`config.mk`:
```
export PLATFORM = sky130hd
export DESIGN_NAME = regfile_scoreboard
export DESIGN_NICKNAME = d
export VERILOG_FILES = /design/src/rtl/regfile_scoreboard.sv
export SDC_FILE = /design/constraint.sdc
export NUM_CORES = 2
export LEC_CHECK = 0
export CORE_MARGIN = 1
export CORE_UTILIZATION = 64
export CTS_BUF_LIST = sky130_fd_sc_hd__clkbuf_4 sky130_fd_sc_hd__clkbuf_8 sky130_fd_sc_hd__clkbuf_16
export CTS_CLUSTER_SIZE = 8
export DETAILED_ROUTE_END_ITERATION = 8
export DONT_BUFFER_PORTS = 1
export PLACE_DENSITY = 0.8
export SETUP_SLACK_MARGIN = 0.5
export SLEW_MARGIN = 20
export SYNTH_ARGS = -nofsm -noshare
export SYNTH_HDL_FRONTEND = slang
export SYNTH_SLANG_ARGS = --single-unit
export TNS_END_PERCENT = 1
```
`constraint.sdc`:
```
create_clock -name clk -period 38.3 [get_ports clk]
set_input_delay 3.83 -clock clk [delete_from_list [all_inputs] [get_ports clk]]
set_output_delay 3.83 -clock clk [all_outputs]
set_load 0.02 [all_outputs]
```
`src/rtl/regfile_scoreboard.sv`:
```
// regfile_scoreboard: register file with registered read ports and a per-register busy scoreboard; define REGFILE_BYPASS_EN for write-to-read forwarding
module regfile_scoreboard #(
  parameter int XLEN = 32,
  parameter int NUM_REGS = 32,
  parameter int NUM_RD = 2,
  localparam int AW = $clog2(NUM_REGS)
) (
  input  logic                   clk,
  input  logic                   rst,
  input  logic                   wr_en,
  input  logic [AW-1:0]          wr_addr,
  input  logic [XLEN-1:0]        wr_data,
  input  logic                   busy_set_en,
  input  logic [AW-1:0]          busy_set_addr,
  input  logic [NUM_RD*AW-1:0]   rd_addr,
  output logic [NUM_RD*XLEN-1:0] rd_data,
  output logic [NUM_RD-1:0]      rd_busy,
  output logic                   any_busy
);
  localparam logic [AW:0] NR = NUM_REGS[AW:0];
  logic [XLEN-1:0] regs_q [NUM_REGS];
  logic [NUM_REGS-1:0] busy_q, busy_d;
  logic [NUM_RD*XLEN-1:0] rd_data_q, rd_data_d;
  logic [NUM_RD-1:0] rd_busy_q, rd_busy_d;
  logic any_busy_q;
  logic wr_ok, set_ok;
  function automatic logic in_range(input logic [AW-1:0] a);
    return {1'b0, a} < NR;
  endfunction
  // x0 and out-of-range addresses never take writes or busy marks
  assign wr_ok = wr_en && wr_addr != '0 && in_range(wr_addr);
  assign set_ok = busy_set_en && busy_set_addr != '0 && in_range(busy_set_addr);
  // architectural registers; x0 is never written so it stays zero
  always_ff @(posedge clk or posedge rst)
    if (rst) for (int k = 0; k < NUM_REGS; k++) regs_q[k] <= '0;
    else if (wr_ok) regs_q[wr_addr] <= wr_data;
  // writeback clears, issue sets; set is applied last so it wins on a collision
  always_comb begin
    busy_d = busy_q;
    if (wr_ok) busy_d[wr_addr] = 1'b0;
    if (set_ok) busy_d[busy_set_addr] = 1'b1;
  end
  for (genvar i = 0; i < NUM_RD; i++) begin : g_rd
    logic [AW-1:0] a;
    logic ok;
    assign a = rd_addr[i*AW +: AW];
    assign ok = in_range(a);
`ifdef REGFILE_BYPASS_EN
    logic hit;
    assign hit = wr_ok && wr_addr == a;
    assign rd_data_d[i*XLEN +: XLEN] = hit ? wr_data : ok ? regs_q[a] : '0;
    assign rd_busy_d[i] = hit ? busy_d[a] : ok && busy_q[a];
`else
    assign rd_data_d[i*XLEN +: XLEN] = ok ? regs_q[a] : '0;
    assign rd_busy_d[i] = ok && busy_q[a];
`endif
  end
  // scoreboard state and registered read outputs
  always_ff @(posedge clk or posedge rst)
    if (rst) begin
      busy_q <= '0;
      rd_data_q <= '0;
      rd_busy_q <= '0;
      any_busy_q <= 1'b0;
    end else begin
      busy_q <= busy_d;
      rd_data_q <= rd_data_d;
      rd_busy_q <= rd_busy_d;
      any_busy_q <= |busy_d;
    end
  assign rd_data = rd_data_q;
  assign rd_busy = rd_busy_q;
  assign any_busy = any_busy_q;
endmodule

```
==> key figures <==
Outcome
  • Status: finished, violations left
  • Failing checks: DRC

Yosys
  • Unique masters post-synth: 37
  • Synth Instances: 3,403
  • Seq/Total Area, Yosys: 0.4890
  • Syn avg cell area: 16.89 µm²
  • Post-synth EDFFs: 0
  • Synthesized cell area: 57,470 µm²
  • Yosys reg bits: 1,123
  • Synth Warn #: 0
  • Synth Flop Type: dfrtp_1
  • Synth async-reset ratio: 1.000
  • Net count after synthesis: 3,459

Final layout
  • Layout Nets: 3,276
  • Filler cells: 5,496
  • Multi-input gate area: 27,840 µm²
  • Register area: 28,100 µm²
  • Final instance area: 62,090 µm²
  • Area delta synth->final: 8.042%
  • Commonest non-fill, non-tap cells in the layout: dfrtp_1 (1,123), mux2_2 (1,046), mux4_2 (660)
  • Share of cells above drive strength 1: 0.6071
  • Final Core Density: 0.7005
  • Commonest non-fill, non-tap cell in the layout: dfrtp_1

STA
  • Final period demand of the worst path: 5.965 ns
  • Max frequency: 0.1676 GHz
  • Endpoints failing setup: 0
  • Period utilization: 0.1557
  • Slew Limit Fails: 0
  • Final Worst Setup Slack: 32.34 ns
  • Setup TNS: 0 ns
  • Worst-margin pin slew: 1.099 ns
  • Worst clock skew: 0.01991 ns
  • Fin. Hold Viols: 0
  • Headroom to the max-slew limit: 0.2673
  • RSZ-0062 raised after global routing: no

Critical path
  • Crit path kind: in -> async
  • Register-to-Register Setup Slack: 36.30 ns
  • CP dominant cell by count: buf_4
  • CP peak stage delay: 0.70 ns
  • WP data required: 39.09 ns
  • Worst Setup End Kind: async pin
  • Worst EP arrival: 6.76 ns
  • Worst R2R Path Depth: 3
  • Buf+Inv Stages, Crit Path: 5
  • Crit path max-delay family: buffers and inverters
  • Launch point of the worst reg-to-reg path: regs_q[525]
  • FF-to-FF End: rd_data[13]
  • Critical Path Fanout Max: 122
  • Slowest CP cell: buf_4
  • Crit-path cells: inv_8 -> buf_4 -> buf_16 -> buf_6 -> buf_4
  • Startpoint Class: primary input

Placement
  • Placed wire-length estimate: 85.87 mm
  • Area post-placement: 57,780 µm²
  • Routability Congestion: 0.8731
  • Port Buf Inserts: 0
  • Pre-CTS setup slack: 31.03 ns

Routing
  • Post-Route WL: 158.9 mm
  • Antenna-violating nets left: 0
  • Pre-Repair DR Iteration Count: 8
  • Number of remaining DRC errors: 20
  • Initial drt markers: 3,341
  • Via density: 7.574
  • Via count: 33,340
  • Wire per inst: 36.10 µm

Clocking
  • Hold-fix buffers, CTS: 0
  • Clock transition at path regs: 0.05 ns
  • H-tree depth: 4
  • Post-CTS Setup Bufs: 0
  • Post-CTS Resized: 0
  • Root buffer cell: clkbuf_16
  • Maximum clock path buffer count: 3
  • CTS tree: done
  • Clock latency on the worst-skew pair: 0.75 ns
  • CTS Buf Count: 158
  • Clk sink count: 1,123

Global routing
  • GRT overflow: 0
  • Largest net degree at the start of global routing: 265
  • First-pass GRT wire length: 239.1 mm
  • Vias in the first global route: 36,300
  • Initial antenna violation count: 4
  • GR Util All Layers: 0.3650

Flow run
  • Max_cap viols: 0

Die
  • IO Pins: 123
  • Die height: 301.7 µm
  • Die Area: 91,000 µm²
  • Starting density of the core: 0.6483
  • Die width: 301.7 µm
  • Row Count: 109
  • Std-Cell Core Area: 88,650 µm²

Power
  • Leak: 26.49 nW
  • P per Cell Area: 55.93 nW/µm²
  • Peak supply drop: 0.04303 mV

Min path
  • Worst hold stages: 0
  • Hold crit path type: reg -> reg
  • Hold Crit Endpoint: regs_q[1000]
  • Hold_sp: regs_q[1000]
==> registers in the layout, summed over array words and instances, names as in the netlist <==
name,flops
regs_q,1024
any_busy,1
rd_data,64
rd_busy,2
busy_q,32
==> power breakdown <==
part           switching (mW)  total [mW]  internal (mW)
clock network           0.496        1.25          0.749
logic                   0.189       0.605          0.416
registers               0.200        1.62           1.42
total                   0.885        3.47           2.59
==> synthesized netlist by cell type, types with 2 or more instances <==
cell type,n,area [µm²]
mux2_2,1046,11780
nor4bb_1,2,20.02
mux4_2,660,14860
o2111ai_1,6,52.55
dfrtp_1,1123,28100
nand4bb_1,4,45.04
buf_4,12,90.09
nor2_1,17,63.81
inv_1,7,26.28
buf_6,6,67.56
nand4_1,6,37.54
buf_2,75,375.4
nand2_1,49,183.9
mux2_1,12,135.1
buf_1,65,244.0
nor4_1,4,25.02
o21ai_0,36,180.2
or2_2,7,43.79
nand2b_1,6,37.54
nor2b_1,6,37.54
nor3_1,2,10.01
clkbuf_1,229,859.6
nand4b_1,7,61.31
and2_1,3,18.77
==> how the worst max path moves through the flow <==
stage	from	to	slack (ns)	depth (start not counted)
after floorplan	rst	any_busy	2.85	1
after global placement	rst	regs_q[110]	31.24	4
after detailed placement	rst	regs_q[347]	31.03	4
after CTS	rst	regs_q[468]	31.81	4
after global routing	rst	regs_q[123]	31.91	5
final	rst	regs_q[468]	32.34	5
==> through the flow <==
| stage | hold slack (ns) | power (mW) | instances |
|---|---|---|---|
| finish | 0.3910 | 3.473 | 4402 |
| global route | 0.4086 | 3.596 | 4400 |
| CTS | 0.3942 | 3.477 | 4398 |
| detailed placement | 0.3836 | 2.230 | 4223 |
| global placement | 0.3763 | 2.167 | 4223 |
| floorplan | 0.4413 | 2.109 | 3403 |
==> logic make-up after synthesis <==
group | share of synthesized area
mux | 0.4659
flops | 0.4890
buf+inv | 0.02893
compound gates | 0.004746
simple gates | 0.01143
==> cell type report <==
type	count	share of cell area
Clock inverter	12	0.003043
Inverter	7	0.0005440
Multi-Input combinational cell	1886	0.4484
Timing Repair Buffer	44	0.006488
Antenna cell	2	0.00008060
Clock buffer	163	0.06541
Sequential cell	1123	0.4526
Tap cell	1165	0.02347
==> metal layers <==
layer	wire, µm	GRT usage	share of wire
met5	34	0	0.00021
met3	16220	0.1112	0.10
met1	60160	0.4970	0.38
met2	75170	0.5524	0.47
met4	7316	0.1573	0.046
No activity file was read; power rests on OpenSTA's default activity.
